**config.mk**
```make
export PLATFORM = sky130hd
export DESIGN_NAME = keypad_scanner_4x4
export DESIGN_NICKNAME = d
export VERILOG_FILES = /design/src/rtl/keypad_pkg.sv /design/src/rtl/keypad_sync.sv /design/src/rtl/keypad_scanner_4x4.sv
export SDC_FILE = /design/constraint.sdc
export NUM_CORES = 1
export LEC_CHECK = 0
export ABC_AREA = 0
export ABC_CLOCK_PERIOD_IN_PS = 5300
export BUFFER_PORTS_ARGS = -buffer_cell sky130_fd_sc_hd__buf_2
export CAP_MARGIN = 20
export CELL_PAD_IN_SITES_DETAIL_PLACEMENT = 0
export CELL_PAD_IN_SITES_GLOBAL_PLACEMENT = 2
export CORE_UTILIZATION = 35
export DETAILED_ROUTE_END_ITERATION = 12
export PLACE_DENSITY = 0.8
export SYNTH_ARGS = -nofsm -noshare
export SYNTH_HDL_FRONTEND = slang
export SYNTH_SLANG_ARGS = --single-unit
```
**constraint.sdc**
```tcl
create_clock -name clk -period 5.3 [get_ports clk]
set_input_delay 0.265 -clock clk [delete_from_list [all_inputs] [get_ports clk]]
set_output_delay 0.265 -clock clk [all_outputs]
set_load 0.05 [all_outputs]
```
**src/rtl/keypad_pkg.sv**
```systemverilog
// Shared types and key-code helpers for the 4x4 keypad scanner.
// Row r is strobed on bit (3-r); column c returns on bit c.
package keypad_pkg;

  localparam int KP_W = 4;

  typedef enum logic [2:0] {
    ST_SCAN,
    ST_DEBOUNCE,
    ST_REPORT,
    ST_HOLD,
    ST_RELEASE
  } kp_state_e;

  localparam logic [KP_W-1:0]   ROW_FIRST = 4'b1000;
  localparam logic [2*KP_W-1:0] KEY_NONE  = '0;

  function automatic logic is_onehot(input logic [KP_W-1:0] v);
    return (v != '0) && ((v & (v - {{(KP_W-1){1'b0}}, 1'b1})) == '0);
  endfunction

  // Row 3 (bit 0) wraps back to row 0 (bit 3).
  function automatic logic [KP_W-1:0] next_row(input logic [KP_W-1:0] r);
    return {r[0], r[KP_W-1:1]};
  endfunction

  function automatic logic [2*KP_W-1:0] key_code(input logic [KP_W-1:0] row,
                                                 input logic [KP_W-1:0] col);
    return {row, col};
  endfunction

endpackage

```
**src/rtl/keypad_sync.sv**
```systemverilog
// Two-flop synchronizer for the asynchronous column returns.
module keypad_sync #(
  parameter int W = 4
) (
  input  logic         clk,
  input  logic         rst,
  input  logic [W-1:0] d,
  output logic [W-1:0] q
);

  logic [W-1:0] meta;

  always_ff @(posedge clk) begin
    if (rst) begin
      meta <= '0;
      q    <= '0;
    end else begin
      meta <= d;
      q    <= meta;
    end
  end

endmodule

```
**src/rtl/keypad_scanner_4x4.sv**
```systemverilog
// 4x4 matrix keypad scanner: row strobe, debounced press/release, and a
// valid/ready key handshake. One key is tracked at a time, no auto-repeat.
//
//   state       | meaning
//   ------------+---------------------------------------------------------
//   ST_SCAN     | rotating rows, looking for a single-column return
//   ST_DEBOUNCE | row frozen, counting samples that match the candidate
//   ST_REPORT   | key_valid high, waiting for key_ready
//   ST_HOLD     | key consumed, row frozen, waiting for an all-zero sample
//   ST_RELEASE  | counting consecutive all-zero samples
module keypad_scanner_4x4
  import keypad_pkg::*;
#(
  parameter int SCAN_DIV     = 1000,
  parameter int DEBOUNCE_CNT = 4
) (
  input  logic              clk,
  input  logic              rst,
  output logic [KP_W-1:0]   row_drive,
  input  logic [KP_W-1:0]   col_sense,
  output logic [2*KP_W-1:0] key_data,
  output logic              key_valid,
  input  logic              key_ready,
  output logic              key_held
);

  localparam int DW  = $clog2(SCAN_DIV);
  localparam int CW  = $clog2(DEBOUNCE_CNT + 1);
  localparam int CW1 = CW + 1;

  kp_state_e          state, state_n;
  logic [DW-1:0]      dwell;
  logic [CW-1:0]      cnt, cnt_n, cnt_inc;
  logic [2*KP_W-1:0]  cand, cand_n, data_n;
  logic [KP_W-1:0]    row_n, col_s;
  logic               valid_n, held_n;
  logic               sample, cnt_hit;

  keypad_sync #(.W(KP_W)) u_sync (
    .clk (clk),
    .rst (rst),
    .d   (col_sense),
    .q   (col_s)
  );

  assign sample  = (dwell == DW'(SCAN_DIV - 1));
  assign cnt_inc = cnt + CW'(1);
  // True when this sample is the one that completes the debounce run.
  assign cnt_hit = ({1'b0, cnt} + CW1'(1)) >= CW1'(DEBOUNCE_CNT);

  always_ff @(posedge clk) begin
    if (rst) begin
      state     <= ST_SCAN;
      dwell     <= '0;
      cnt       <= '0;
      cand      <= KEY_NONE;
      row_drive <= ROW_FIRST;
      key_data  <= KEY_NONE;
      key_valid <= 1'b0;
      key_held  <= 1'b0;
    end else begin
      state     <= state_n;
      dwell     <= sample ? '0 : dwell + DW'(1);
      cnt       <= cnt_n;
      cand      <= cand_n;
      row_drive <= row_n;
      key_data  <= data_n;
      key_valid <= valid_n;
      key_held  <= held_n;
    end
  end

  always_comb begin
    state_n = state;
    cnt_n   = cnt;
    cand_n  = cand;
    row_n   = row_drive;
    data_n  = key_data;
    valid_n = key_valid;
    held_n  = key_held;

    case (state)
      ST_SCAN: begin
        if (sample) begin
          if (is_onehot(col_s)) begin
            if (cnt_hit) begin
              data_n  = key_code(row_drive, col_s);
              valid_n = 1'b1;
              held_n  = 1'b1;
              cnt_n   = '0;
              state_n = ST_REPORT;
            end else begin
              cand_n  = key_code(row_drive, col_s);
              cnt_n   = cnt_inc;
              state_n = ST_DEBOUNCE;
            end
          end else begin
            row_n = next_row(row_drive);
          end
        end
      end

      ST_DEBOUNCE: begin
        if (sample) begin
          if (key_code(row_drive, col_s) == cand) begin
            if (cnt_hit) begin
              data_n  = cand;
              valid_n = 1'b1;
              held_n  = 1'b1;
              cnt_n   = '0;
              state_n = ST_REPORT;
            end else begin
              cnt_n = cnt_inc;
            end
          end else begin
            cnt_n   = '0;
            cand_n  = KEY_NONE;
            row_n   = next_row(row_drive);
            state_n = ST_SCAN;
          end
        end
      end

      // Samples are ignored here so a quick release cannot retract the key.
      ST_REPORT: begin
        if (key_valid && key_ready) begin
          valid_n = 1'b0;
          state_n = ST_HOLD;
        end
      end

      ST_HOLD: begin
        if (sample && (col_s == '0)) begin
          if (cnt_hit) begin
            held_n  = 1'b0;
            cnt_n   = '0;
            row_n   = next_row(row_drive);
            state_n = ST_SCAN;
          end else begin
            cnt_n   = cnt_inc;
            state_n = ST_RELEASE;
          end
        end
      end

      ST_RELEASE: begin
        if (sample) begin
          if (col_s == '0) begin
            if (cnt_hit) begin
              held_n  = 1'b0;
              cnt_n   = '0;
              row_n   = next_row(row_drive);
              state_n = ST_SCAN;
            end else begin
              cnt_n = cnt_inc;
            end
          end else begin
            cnt_n   = '0;
            state_n = ST_HOLD;
          end
        end
      end

      default: state_n = ST_SCAN;
    endcase
  end

endmodule

```
==> summary.txt <==
Clock tree
  • CTS max path bufs: 2
  • CTS Root Cell: clkbuf_8
  • Post-CTS sizing: 0
  • Worst-skew pair later-pin latency: 0.31 ns
  • CTS tree: yes
  • Inserted Clock Buffers: 5
  • Post CTS Setup Buffer Count: 0
  • H-tree Lvls: 2
  • Hold buffers post-CTS: 0
  • CTS clock-pin slew for the worst setup and hold paths: 0.09 ns
  • CTS Sinks: 46

Critical path
  • CP max stage cell: nor3_1
  • CP required: 5.54 ns
  • Arr. time, crit path: 3.01 ns
  • Reg2Reg Launch Point: state[0]
  • WP buf/inv: 1
  • Crit Reg-Reg Endpoint: row_drive[1]
  • Startpoint Class: flip-flop
  • R2R depth: 6
  • Reg2Reg Setup Slack: 2.53 ns
  • Worst stage delay on the critical path: between 0.6 and 0.7 ns
  • Delay-heaviest family, CP: simple AND/OR/NAND/NOR gates
  • WS Path Type: flip-flop to flip-flop
  • Worst path cell trace: nor2b_1 > nand2_1 > nor3_1 > buf_4 > a2111o_1 > mux2i_1
  • Critical Path Fanout Max: 18
  • Critical Path Sink Type: flip-flop

Logic synthesis
  • Post-Syn Nets: between 200 and 300
  • Mapped Area: ~2300 sq um
  • Seq cells post-synth: 46
  • Most area-consuming cells after synthesis: dfxtp_1, nand2_1, xnor2_1
  • Post-synthesis sequential area ratio: between 40% and 50%
  • Mux contribution to synthesized area: 3.08%
  • Warnings, synthesis: 0
  • Leading area contributor after synthesis: dfxtp_1
  • Synth top cells by count: dfxtp_1, nand2_1, nor2_1, a21oi_1, nand4_1
  • Post-Synth Adder-Cell Area: 1.10%
  • Post-synth EDFFs: 0
  • Largest family of logic cells by synthesized area: compound AO/OA/AOI/OAI gates
  • Synth Instances: ~260
  • Synth unique cells: between 50 and 60
  • Cell with the most instances after synthesis: dfxtp_1
  • Compound-gate portion of the synthesized area: 23.0%
  • Top-area cell type share of the netlist area: about two fifths
  • Syn Area/Cell: around 8.9 sq um
  • Synth Area in XOR/XNOR: around 6%
  • Post-Synth Simple-Gate Area: between 20% and 30%
  • Primary FF master, synth: dfxtp_1
  • Synth async-reset ratio: 0%

Timing
  • Hold Fails Final Rpt: 0
  • Fin Setup TNS: 0 ns
  • Final period util: 52.3%
  • Fmax: 361 MHz
  • Finish-stage setup viols: 0
  • Worst-Margin Slew: 1.13 ns
  • RSZ-0062 raised after global routing: no
  • Clock Skew: 0.0159 ns
  • Max-Slew Margin vs Limit: 24.4%
  • Max-slew violation count: 0
  • Post-layout minimum cycle time: about 2.8 ns

Power and ir drop
  • Max IR drop VDD: 119 uV
  • P per Cell Area: ~240 nW/um^2
  • Pwr Total: between 0.6 and 0.7 mW
  • LEAKAGE: 0.879 nW

Floorplan
  • Boundary pin count: 21
  • Die H: 82.7 um
  • Row count: 29
  • Die Wd: 82.7 um
  • CORE AREA: around 6300 sq um
  • Starting density of the core: 36.1%
  • Total die area: ~6800 sq um

Global route
  • Tot GR Track Use: 17.9%
  • Initial antenna violation count: 0
  • Gr ovfl total: 0
  • Vias in the first global route: 1745
  • Global-route wire length before repair: 9050 um
  • Largest net degree at the start of global routing: 32

Final layout
  • Share of cells above drive strength 1: 14.1%
  • Synth-to-Final Area Change: 9.78%
  • Diodes inserted: 0
  • Final instance area: about 2500 sq um
  • Post-layout net count: 277
  • # fillers: 669

Route
  • Post-DRT Antenna Nets: 0
  • Pre-antenna DRT Iters: 4
  • Total wire length: 5640 um
  • Remaining routing DRC violations: 0
  • DR iter-0 viols: 121
  • DR vias: 1943
  • Avg WL per Cell: 16.3 um
  • Routed vias/inst: 5.62

Hold path
  • Min-delay worst type: primary input to flip-flop
  • Cells on Worst Hold Path: 2
  • Worst min-delay path startpoint: col_sense[3]
  • Hold EP: u_sync.meta[3]

Placed design
  • Placer Congestion: 0.817
  • DP Area: about 2400 sq um
  • Post-detail-place hpwl: approximately 3800 um
  • IO Port Bufs: 20

Status
  • Status: complete, no violations

Run
  • Max-Cap Viols: 0
stage by stage:
| step | hold WS (ns) | util [%] | cells | worst slack (ns) |
|---|---|---|---|---|
| 2_1_floorplan | 0.393 | - | 255 | 3.29 |
| 3_3_place_gp | 0.415 | 38.2 | 338 | 2.63 |
| 3_5_place_dp | 0.424 | 38.2 | 338 | 2.57 |
| 4_1_cts | 0.158 | 39.6 | 346 | 2.56 |
| 5_1_grt | 0.155 | 39.6 | 346 | 2.24 |
| 6_report | 0.166 | 39.6 | 346 | 2.53 |
worst max path at each step:
stage,startpoint,to,cells past startpoint
final,state[0],row_drive[1],6
after global routing,state[0],row_drive[0],6
after CTS,state[0],row_drive[0],6
after detailed placement,state[0],row_drive[0],6
after global placement,state[0],row_drive[0],6
after floorplan,dwell[0],state[0],6
flip-flops by register name, summed over array words and instances (netlist names):
| register | cells |
|---|---|
| dwell | 10 |
| cand | 8 |
| key_data | 8 |
| row_drive | 4 |
| u_sync.meta | 4 |
| u_sync.q | 4 |
| cnt | 3 |
| state | 3 |
| key_held | 1 |
| key_valid | 1 |
cells by family (layout without fill, tap and decap cells):
| kind of cell | Yosys count | count (layout) |
|---|---|---|
| xor gates and xnor gates | 16 | 16 |
| and+or+nand+nor | 98 | 98 |
| muxes | 7 | 7 |
| adders and majority gates | 2 | 2 |
| buffers and inverters | 19 | 33 |
| AOI/OAI and AO/OA | 67 | 67 |
| DFF | 46 | 46 |
layout make-up:
type / count / area [sq um] / area share, %
multi-input cells: 190 / 1270 / 50.9
flip-flops and latches: 46 / 921 / 36.8
inverters: 4 / 15.0 / 0.601
clock buffers: 5 / 68.8 / 2.75
repair buffers: 21 / 108 / 4.30
well taps: 77 / 96.3 / 3.85
clock inverters: 3 / 18.8 / 0.751
per-layer routing:
| layer | share of wire (%) | wire, um | vias to the layer above | GRT usage, % |
|---|---|---|---|---|
| met3 | 3.6 | 203 | 6 | 3.85 |
| li1 | - | - | 991 | - |
| met2 | 42 | 2350 | 39 | 25.4 |
| met4 | 1.4 | 79 | 0 | 6.90 |
| met5 | 0 | 0 | - | 0 |
| met1 | 53 | 3000 | 907 | 25.9 |
report_power, final:
group          switching (mW)  internal [mW]
sequential            0.00582          0.350
clock                   0.129         0.0932
combinational          0.0209         0.0111
placed cells by master, fill, tap and decap left out, types with 2 or more instances in the layout:
cell	n
a21o_1	2
a21oi_1	12
a311oi_1	9
a31oi_1	9
and2_1	2
and3_1	5
buf_2	20
clkbuf_8	5
clkinv_2	2
dfxtp_1	46
ha_1	2
inv_1	3
mux2i_1	7
nand2_1	29
nand3_1	7
nand4_1	12
nor2_1	17
nor2b_1	9
nor3_1	2
nor3_2	2
nor4_1	3
nor4b_1	2
o21a_1	2
o21ai_0	2
o21ai_1	3
o31ai_1	8
o41ai_1	3
or3_1	2
xnor2_1	11
xor2_1	5
No activity file was read; power rests on OpenSTA's default activity.
